`src/rtl/pipe_pkg.sv`:
```
// Shared types for elastic pipeline-stage registers.
// Holds the skid-buffer state encoding and its depth.
package pipe_pkg;

  typedef enum logic [1:0] {
    SKID_EMPTY = 2'd0,
    SKID_ONE   = 2'd1,
    SKID_TWO   = 2'd2
  } skid_state_e;

  localparam int SKID_DEPTH = 2;

endpackage

```
`src/rtl/pipe_skid_perf.sv`:
```
// Saturating stall / flush-kill counter pair for a skid stage.
// i_stall: +1 per cycle; i_flush: +i_occupancy; o_*_cnt: counts.
module pipe_skid_perf #(
  parameter int CNT_W = 32
) (
  input  logic             i_clk,
  input  logic             i_reset_n,
  input  logic             i_stall,
  input  logic             i_flush,
  input  logic [1:0]       i_occupancy,
  output logic [CNT_W-1:0] o_stall_cnt,
  output logic [CNT_W-1:0] o_flush_cnt
);

  logic [CNT_W-1:0] stall_q;
  logic [CNT_W-1:0] flush_q;
  logic [CNT_W:0]   flush_sum;
  logic [CNT_W-1:0] flush_d;

  // One extra bit catches the carry so the add saturates.
  assign flush_sum = {1'b0, flush_q}
                   + {{(CNT_W-1){1'b0}}, i_occupancy};
  assign flush_d   = flush_sum[CNT_W] ? '1
                   : flush_sum[CNT_W-1:0];

  always_ff @(posedge i_clk) begin
    if (!i_reset_n) begin
      stall_q <= '0;
      flush_q <= '0;
    end else begin
      if (i_stall && (stall_q != '1))
        stall_q <= stall_q + 1'b1;
      if (i_flush)
        flush_q <= flush_d;
    end
  end

  assign o_stall_cnt = stall_q;
  assign o_flush_cnt = flush_q;

endmodule

```
`src/rtl/pipe_skid_stage.sv`:
```
// Elastic valid/ready pipeline register with a 2-entry skid buffer.
// Ports: i_valid/o_ready/i_data/i_ctrl upstream, o_valid/i_ready/
// o_data/o_ctrl downstream, i_flush kill, o_occupancy, perf counts.
// PIPE_SKID_PERF_EN adds o_stall_cnt/o_flush_cnt, else tied to 0.
module pipe_skid_stage
  import pipe_pkg::*;
#(
  parameter int DATA_W = 96,
  parameter int CTRL_W = 8,
  parameter int CNT_W  = 32
) (
  input  logic              i_clk,
  input  logic              i_reset_n,
  input  logic              i_valid,
  output logic              o_ready,
  input  logic [DATA_W-1:0] i_data,
  input  logic [CTRL_W-1:0] i_ctrl,
  input  logic              i_flush,
  output logic              o_valid,
  input  logic              i_ready,
  output logic [DATA_W-1:0] o_data,
  output logic [CTRL_W-1:0] o_ctrl,
  output logic [1:0]        o_occupancy,
  output logic [CNT_W-1:0]  o_stall_cnt,
  output logic [CNT_W-1:0]  o_flush_cnt
);

  skid_state_e       state_q;
  skid_state_e       state_d;
  logic [DATA_W-1:0] main_data_q;
  logic [DATA_W-1:0] skid_data_q;
  logic [CTRL_W-1:0] main_ctrl_q;
  logic [CTRL_W-1:0] skid_ctrl_q;
  logic              in_fire;
  logic              out_fire;
  logic              ld_main_in;
  logic              ld_main_skid;
  logic              ld_skid;

  // Ready comes only from the state flop: no i_ready -> o_ready path.
  assign o_ready  = (state_q != SKID_TWO);
  assign o_valid  = (state_q == SKID_ONE)
                  | (state_q == SKID_TWO);
  assign in_fire  = i_valid & o_ready;
  assign out_fire = o_valid & i_ready;

  assign o_data = main_data_q;
  assign o_ctrl = main_ctrl_q & {CTRL_W{o_valid}};

  always_comb begin
    state_d      = state_q;
    ld_main_in   = 1'b0;
    ld_main_skid = 1'b0;
    ld_skid      = 1'b0;
    case (state_q)
      SKID_EMPTY: begin
        if (in_fire) begin
          state_d    = SKID_ONE;
          ld_main_in = 1'b1;
        end
      end
      SKID_ONE: begin
        if (in_fire && out_fire) begin
          ld_main_in = 1'b1;
        end else if (in_fire) begin
          state_d = SKID_TWO;
          ld_skid = 1'b1;
        end else if (out_fire) begin
          state_d = SKID_EMPTY;
        end
      end
      SKID_TWO: begin
        if (out_fire) begin
          state_d      = SKID_ONE;
          ld_main_skid = 1'b1;
        end
      end
      default: state_d = SKID_EMPTY;
    endcase
    // Flush wins: incoming entry is dropped, payloads keep old data.
    if (i_flush) begin
      state_d      = SKID_EMPTY;
      ld_main_in   = 1'b0;
      ld_main_skid = 1'b0;
      ld_skid      = 1'b0;
    end
  end

  always_ff @(posedge i_clk) begin
    if (!i_reset_n) begin
      state_q     <= SKID_EMPTY;
      main_data_q <= '0;
      skid_data_q <= '0;
      main_ctrl_q <= '0;
      skid_ctrl_q <= '0;
    end else begin
      state_q <= state_d;
      if (ld_main_in) begin
        main_data_q <= i_data;
        main_ctrl_q <= i_ctrl;
      end else if (ld_main_skid) begin
        main_data_q <= skid_data_q;
        main_ctrl_q <= skid_ctrl_q;
      end
      if (ld_skid) begin
        skid_data_q <= i_data;
        skid_ctrl_q <= i_ctrl;
      end
      if (i_flush) begin
        main_ctrl_q <= '0;
        skid_ctrl_q <= '0;
      end
    end
  end

  always_comb begin
    o_occupancy = 2'd0;
    case (state_q)
      SKID_ONE: o_occupancy = 2'd1;
      SKID_TWO: o_occupancy = 2'd2;
      default:  o_occupancy = 2'd0;
    endcase
  end

`ifdef PIPE_SKID_PERF_EN
  pipe_skid_perf #(
    .CNT_W(CNT_W)
  ) u_perf (
    .i_clk       (i_clk),
    .i_reset_n   (i_reset_n),
    .i_stall     (o_valid & ~i_ready),
    .i_flush     (i_flush),
    .i_occupancy (o_occupancy),
    .o_stall_cnt (o_stall_cnt),
    .o_flush_cnt (o_flush_cnt)
  );
`else
  assign o_stall_cnt = '0;
  assign o_flush_cnt = '0;
`endif

endmodule

```
`config.mk`:
```
export PLATFORM = sky130hd
export DESIGN_NAME = pipe_skid_stage
export DESIGN_NICKNAME = d
export VERILOG_FILES = /design/src/rtl/pipe_pkg.sv /design/src/rtl/pipe_skid_perf.sv /design/src/rtl/pipe_skid_stage.sv
export SDC_FILE = /design/constraint.sdc
export NUM_CORES = 1
export LEC_CHECK = 0
export CAP_MARGIN = 40
export CORE_ASPECT_RATIO = 1.75
export CORE_UTILIZATION = 35
export CTS_CLUSTER_DIAMETER = 200
export DETAILED_ROUTE_END_ITERATION = 6
export GPL_TIMING_DRIVEN = 0
export SYNTH_ARGS = -nofsm -noshare
export SYNTH_HDL_FRONTEND = slang
export SYNTH_SLANG_ARGS = --single-unit
```
`constraint.sdc`:
```
create_clock -name i_clk -period 2 [get_ports i_clk]
set_clock_uncertainty 0.15 [all_clocks]
set_input_delay 0.4 -clock i_clk [delete_from_list [all_inputs] [get_ports i_clk]]
set_output_delay 0.4 -clock i_clk [all_outputs]
set_load 0.1 [all_outputs]
```
# == Word-level counts from Yosys, hierarchy flattened ==
# Cells that the tools add are included.
# Widths: inputs -> output; s select.
# word_totals
ff_bits,210
in_bits,109
out_inout_bits,172
elab_cells,43
# classes
eq_ne,7
n_mux,21
bitwise,5
n_reduce_logical,5
# ops
op,count
$mux 96,2
$mux 8,2
$mux 2,5
$mux 1,9
$and 8x8->8,1
$ne 2x2->1 const B,4
$pmux 2 s3,1
$pmux 2 s2,1
$reduce_and 4->1,1
$ne 3x3->1 const B,1
$and 1x1->1,2
$eq 2x1->1 const B,1
$eq 2x2->1 const B,1
$logic_not 2->1,1
$pmux 1 s2,1
$reduce_bool 2->1,1
$reduce_or 2->1,1
$logic_and 1x1->1,1
$not 1->1,1
$or 1x1->1,1

# == Logic depth before layout (Yosys ltp) ==
# depth
depth_word,8
depth_mapped,9
ltp_nobuf,6

# == Worst setup path after synthesis ==
# OpenSTA, ideal clock, no wires.
# synth_path
path_type,register -> output
start,register state_q[1]
end,output port o_ctrl[0]
t_arrival_ps,2397
required_time_ps,1450
setup_slack_ps,-947
stages_incl_launch_ff,5
n_path_buf,1
cell_sequence,dfxtp_1 -> inv_1 -> ha_1 -> clkbuf_1 -> and2_1
# synth_via
elab_chain_len,3
elab_cells_between_ends,4
cone_classes,2 x eq/ne; 2 x bitwise
# synth_rtl
item,line,source
"start, declared",pipe_skid_stage.sv:28,skid_state_e state_q;
"start signal, assigned",pipe_skid_stage.sv:97,state_q <= state_d;
$eq 2x1->1 or $eq 2x2->1 (tied branches),"pipe_skid_stage.sv:42, pipe_skid_stage.sv:43",
$or 1x1->1 *,pipe_skid_stage.sv:43,| (state_q == SKID_TWO);
via o_valid,pipe_skid_stage.sv:19,"output logic o_valid,"
$and 8x8->8 *,pipe_skid_stage.sv:48,assign o_ctrl = main_ctrl_q & {CTRL_W{o_valid}};
"end, declared",pipe_skid_stage.sv:22,"output logic [CTRL_W-1:0] o_ctrl,"
# Mark *: on every way through the listed nets, which the timed path passes. The rest lies on a longest branch.

# == Worst setup path in the final report ==
# layout_path
start,register state_q[0]
end,"register main_data_q[30], in the netlist o_data[30]"
# layout_via
elab_chain_len,8
elab_cells_between_ends,17
cone_classes,3 x eq/ne; 8 x mux; 3 x bitwise; 3 x reduce/logical
# layout_rtl
item,line,source
$eq 2x1->1 or $eq 2x2->1 (tied branches),"pipe_skid_stage.sv:42, pipe_skid_stage.sv:55, pipe_skid_stage.sv:43",
$or 1x1->1,pipe_skid_stage.sv:43,
$and 1x1->1,pipe_skid_stage.sv:45,assign out_fire = o_valid & i_ready;
$logic_and 1x1->1,pipe_skid_stage.sv:63,if (in_fire && out_fire) begin
$mux 1,pipe_skid_stage.sv:63,
$pmux 1 s2,pipe_skid_stage.sv:55,case (state_q)
$mux 1,pipe_skid_stage.sv:81,if (i_flush) begin
$mux 96 or $reduce_bool 2->1 (tied branches),--,
"end signal, assigned",pipe_skid_stage.sv:99,main_data_q <= i_data;
"end signal, assigned",pipe_skid_stage.sv:102,main_data_q <= skid_data_q;
"end, declared",pipe_skid_stage.sv:30,logic [DATA_W-1:0] main_data_q;
# Several ways; a longest one is shown, not always the timed one.
# A chain may end at the register's enable or synchronous reset.

==> impl_summary.txt <==
----------------------------------------------------
[Synthesis]
  Dominant combinational cell family by area after synthesis ... compound AO/OA/AOI/OAI gates
  Count of yosys warnings during synthesis ... 0
  Post-synthesis sequential area ratio ... 0.440
  Post-Synth Simple-Gate Area ... 0.0978
  Post-synthesis cell count ... 1024
  Library cell occupying the most area in the post-synthesis netlist ... dfxtp_1
  FFs w/ async S/R, synth ... 0
  Share of synthesized area spent on multiplexers ... 0.118
  Yosys top cell area share ... 0.440
  Count of state elements after synthesis ... 210
  Complex-gate fraction of the synthesized area ... 0.239
  Main synth FF type ... dfxtp_1
  Area contributors post-synth ... dfxtp_1 44%, mux2i_1 12%, o211a_1 10%, nand2_1 7.6%, a21boi_0 7.5%
  Adder-cell share of the synthesized area ... 0.00655
  Number of synthesized flops with an enable pin ... 0
  Post-synth cell types ... 31
  Mean Syn Cell Area ... 9.32 sq um
  Post-synth design cell area ... 9550 sq um
  Fraction of synthesized cell area in xor and xnor cells ... 0

[STA]
  Clock period minus final worst setup slack ... 2.23 ns
  Post-route worst setup slack ... -0.234 ns
  Peak clock frequency supported by timing ... 448 MHz
  Setup repair after global routing missed its margin ... true
  Final hold violations ... 0
  Max-slew violation count ... 0
  Setup tns final ... -20.88 ns
  Number of setup violations in the final report ... 136
  Ratio of final minimum period to clock period ... 1.12
  Hold_ws ... 0.300 ns
  Worst relative slew slack ... 0.505
  Slew at the pin closest to its max-slew limit ... 0.743 ns

[Pwr]
  Areal power density over the cells ... 779 nW/um^2
  Max IR drop VDD ... 677 uV
  Leakage ... 8.40 nW

[Drt]
  Vias post-DR ... 8946
  Wire per inst ... 18.4 um
  Final Routed Wirelength ... 33200 um
  Number of DRC violations after detailed-routing iteration 0 ... 360
  Pre-antenna DRT Iters ... 5
  Total DRC errors in the routed layout ... 0
  Vias per inst ... 4.94
  Post-DRT Antenna Nets ... 0

[Worst setup path]
  Critical Path Slowest Stage Cell ... dfxtp_4
  Worst setup path startpoint ... state_q[0]
  Arrival time of data at the critical path endpoint ... 2.47 ns
  Kind of end point of the critical path ... flop
  Worst Setup Path Type ... reg -> reg
  Worst stage delay on the critical path ... 0.37 ns
  Worst Reg-to-Reg Cells ... 9
  Cell Chain, Critical Path ... inv_6 -> ha_4 -> and4b_1 -> a22oi_2 -> or2_1 -> buf_6 -> buf_12 -> clkbuf_16 -> o211a_1
  FF-to-FF setup slack ... -0.23 ns
  Endpoint of the worst register-to-register path ... o_data[30]
  Worst-path maximum fanout ... 7
  Element type at the critical path start ... flop
  R2R Path Start ... state_q[0]
  Data required time of the critical path ... 2.23 ns

[Floorplanning]
  Width of the chip ... 127 um
  Area enclosed by the die boundary ... 28000 sq um
  Die height ... 220 um
  Top Ports ... 281
  Starting density of the core ... 0.358
  Core area ... 26700 sq um
  Core Rows ... 79

[Clock tree]
  CTS H-Tree Depth ... 1
  Number of hold buffers added after CTS ... 0
  Clk_lat worst skew ... 0.49 ns
  Total number of clock tree sinks ... 210
  Register clock-pin slew on the reported worst setup and hold paths ... 0.06 ns
  Longest Clk Path Bufs ... 3
  Cell chosen for the clock root ... clkbuf_16
  Clock tree from TritonCTS ... done
  Number of buffers added by the clock tree synthesis step ... 21

[Global route]
  First-pass GRT wire length ... 48900 um
  Global Route Usage Sum ... 0.224
  Congestion Overflow GR ... 0
  Number of global-route vias before repair ... 8851
  Number of antenna violations at the first check in global routing ... 3
  Largest net degree at the start of global routing ... 15

[Layout]
  Share of post-route cells with drive strength above 1 ... 0.261
  Area growth syn-to-layout ... 75.7%
  Total number of nets in the final design ... 1587
  Final Util ... 0.629
  Fill cells ... 2165

[Outcome]
  Result of the run ... complete, but fails checks
  Failing checks ... negative setup slack

[Hold path]
  Number of instances on the worst hold path ... 2
  Hold Crit Class ... reg -> reg
  Hold EP ... skid_data_q[5]
  Worst Hold Launch ... skid_data_q[5]

[Job]
  Max-cap viol count ... 0

[Placed design]
  Number of I/O port buffers ... 215
  Final Wtd Congestion ... 0.789
  Post-detailed-placement half-perimeter wirelength ... 22600 um

----------------------------------------------------
-- registers in the layout (all words and copies together) (netlist names) --
register / cells
main_ctrl_q: 8
state_q: 2
skid_ctrl_q: 8
o_data: 96
skid_data_q: 96
-- where the power goes --
part           internal (mW)  switching [mW]
combinational           1.93            2.88
clock                   2.11            1.60
sequential              4.41           0.140
-- worst max-delay path, delay by kind of cell, from the launching register on --
| family | cells | cell delay [ns] |
|---|---|---|
| flip-flops | 1 | 0.37 |
| AO/OA/AOI/OAI | 2 | 0.29 |
| AND/OR/NAND/NOR | 2 | 0.49 |
| adder cells (fa/ha/maj) | 1 | 0.29 |
| buffers and inverters | 4 | 0.53 |
-- cell usage in the layout (no fill, tap or decap), drive strengths merged, types with 2 or more instances in the layout --
master / count
nor2: 18
clkdlybuf4s50: 107
a21boi: 96
a21oi: 2
and2: 8
ha: 5
dlygate4sd2: 92
nor2b: 2
dfxtp: 210
inv: 3
clkinv: 3
nand2: 194
o211a: 96
conb: 64
mux2i: 113
nand4b: 2
and4b: 2
diode: 2
a211oi: 8
clkbuf: 88
buf: 264
o21ai: 98
-- metal layers --
layer  global-route usage  share of wire
met1                0.228           0.36
met3               0.0329          0.044
met4               0.0782          0.031
met2                0.453           0.56
met5                    0        0.00039
-- worst max path at each step --
stage          slack [ns]         end  cells past startpoint
4_1_cts             -0.24   o_ctrl[6]                      5
2_1_floorplan       -0.26  o_data[27]                      9
6_report            -0.23  o_data[30]                      9
3_5_place_dp        -0.85   o_data[3]                      7
5_1_grt             -0.29  o_data[29]                      9
3_3_place_gp        -1.02   o_ctrl[6]                      5
-- Yosys cell counts (all sizes together) (2+ instances only) --
library cell,n
nand2,194
a211oi,8
and2,8
a21boi,96
o211a,96
o21ai,98
buf,104
nor2b,2
inv,3
a21oi,2
dfxtp,210
nor2,18
clkbuf,52
ha,5
and4b,2
mux2i,113
nand4b,2
-- layout make-up --
| class | count | area (sq um) | share of cell area |
|---|---|---|---|
| clock inverters | 3 | 15.0 | 0.000895 |
| flip-flops and latches | 210 | 4210 | 0.251 |
| plain buffers | 152 | 1340 | 0.0799 |
| inverters | 3 | 21.3 | 0.00127 |
| diodes | 2 | 5.00 | 0.000298 |
| clock buffers | 32 | 617 | 0.0368 |
| repair buffers | 367 | 5200 | 0.310 |
| well taps | 324 | 405 | 0.0242 |
| multi-input cells | 718 | 4960 | 0.296 |
-- through the flow --
stage | setup slack, ns | power (mW) | instances | area (sq um)
after floorplan | -0.259 | 7.23 | 1087 | 9860
after global placement | -1.02 | 8.12 | 1626 | 12400
after detailed placement | -0.854 | 8.86 | 1734 | 14300
after CTS | -0.239 | 13.0 | 1785 | 16100
after global routing | -0.287 | 13.5 | 1811 | 16800
final | -0.234 | 13.1 | 1811 | 16800
-- cell families after synthesis --
family	Yosys count
buf+inv	159
mux	113
flops	210
fa+ha+maj	5
compound gates	304
other cells	1
simple gates	232
-- what timing repair did --
| action | CTS | global route |
|---|---|---|
| pin swaps | 14 | 42 |
| resized for setup | 348 | 204 |
| setup endpoints to repair | 309 | 216 |
| cloned | 10 | 13 |
| setup buffers | 20 | 17 |
(Power assumes the default switching activity.)
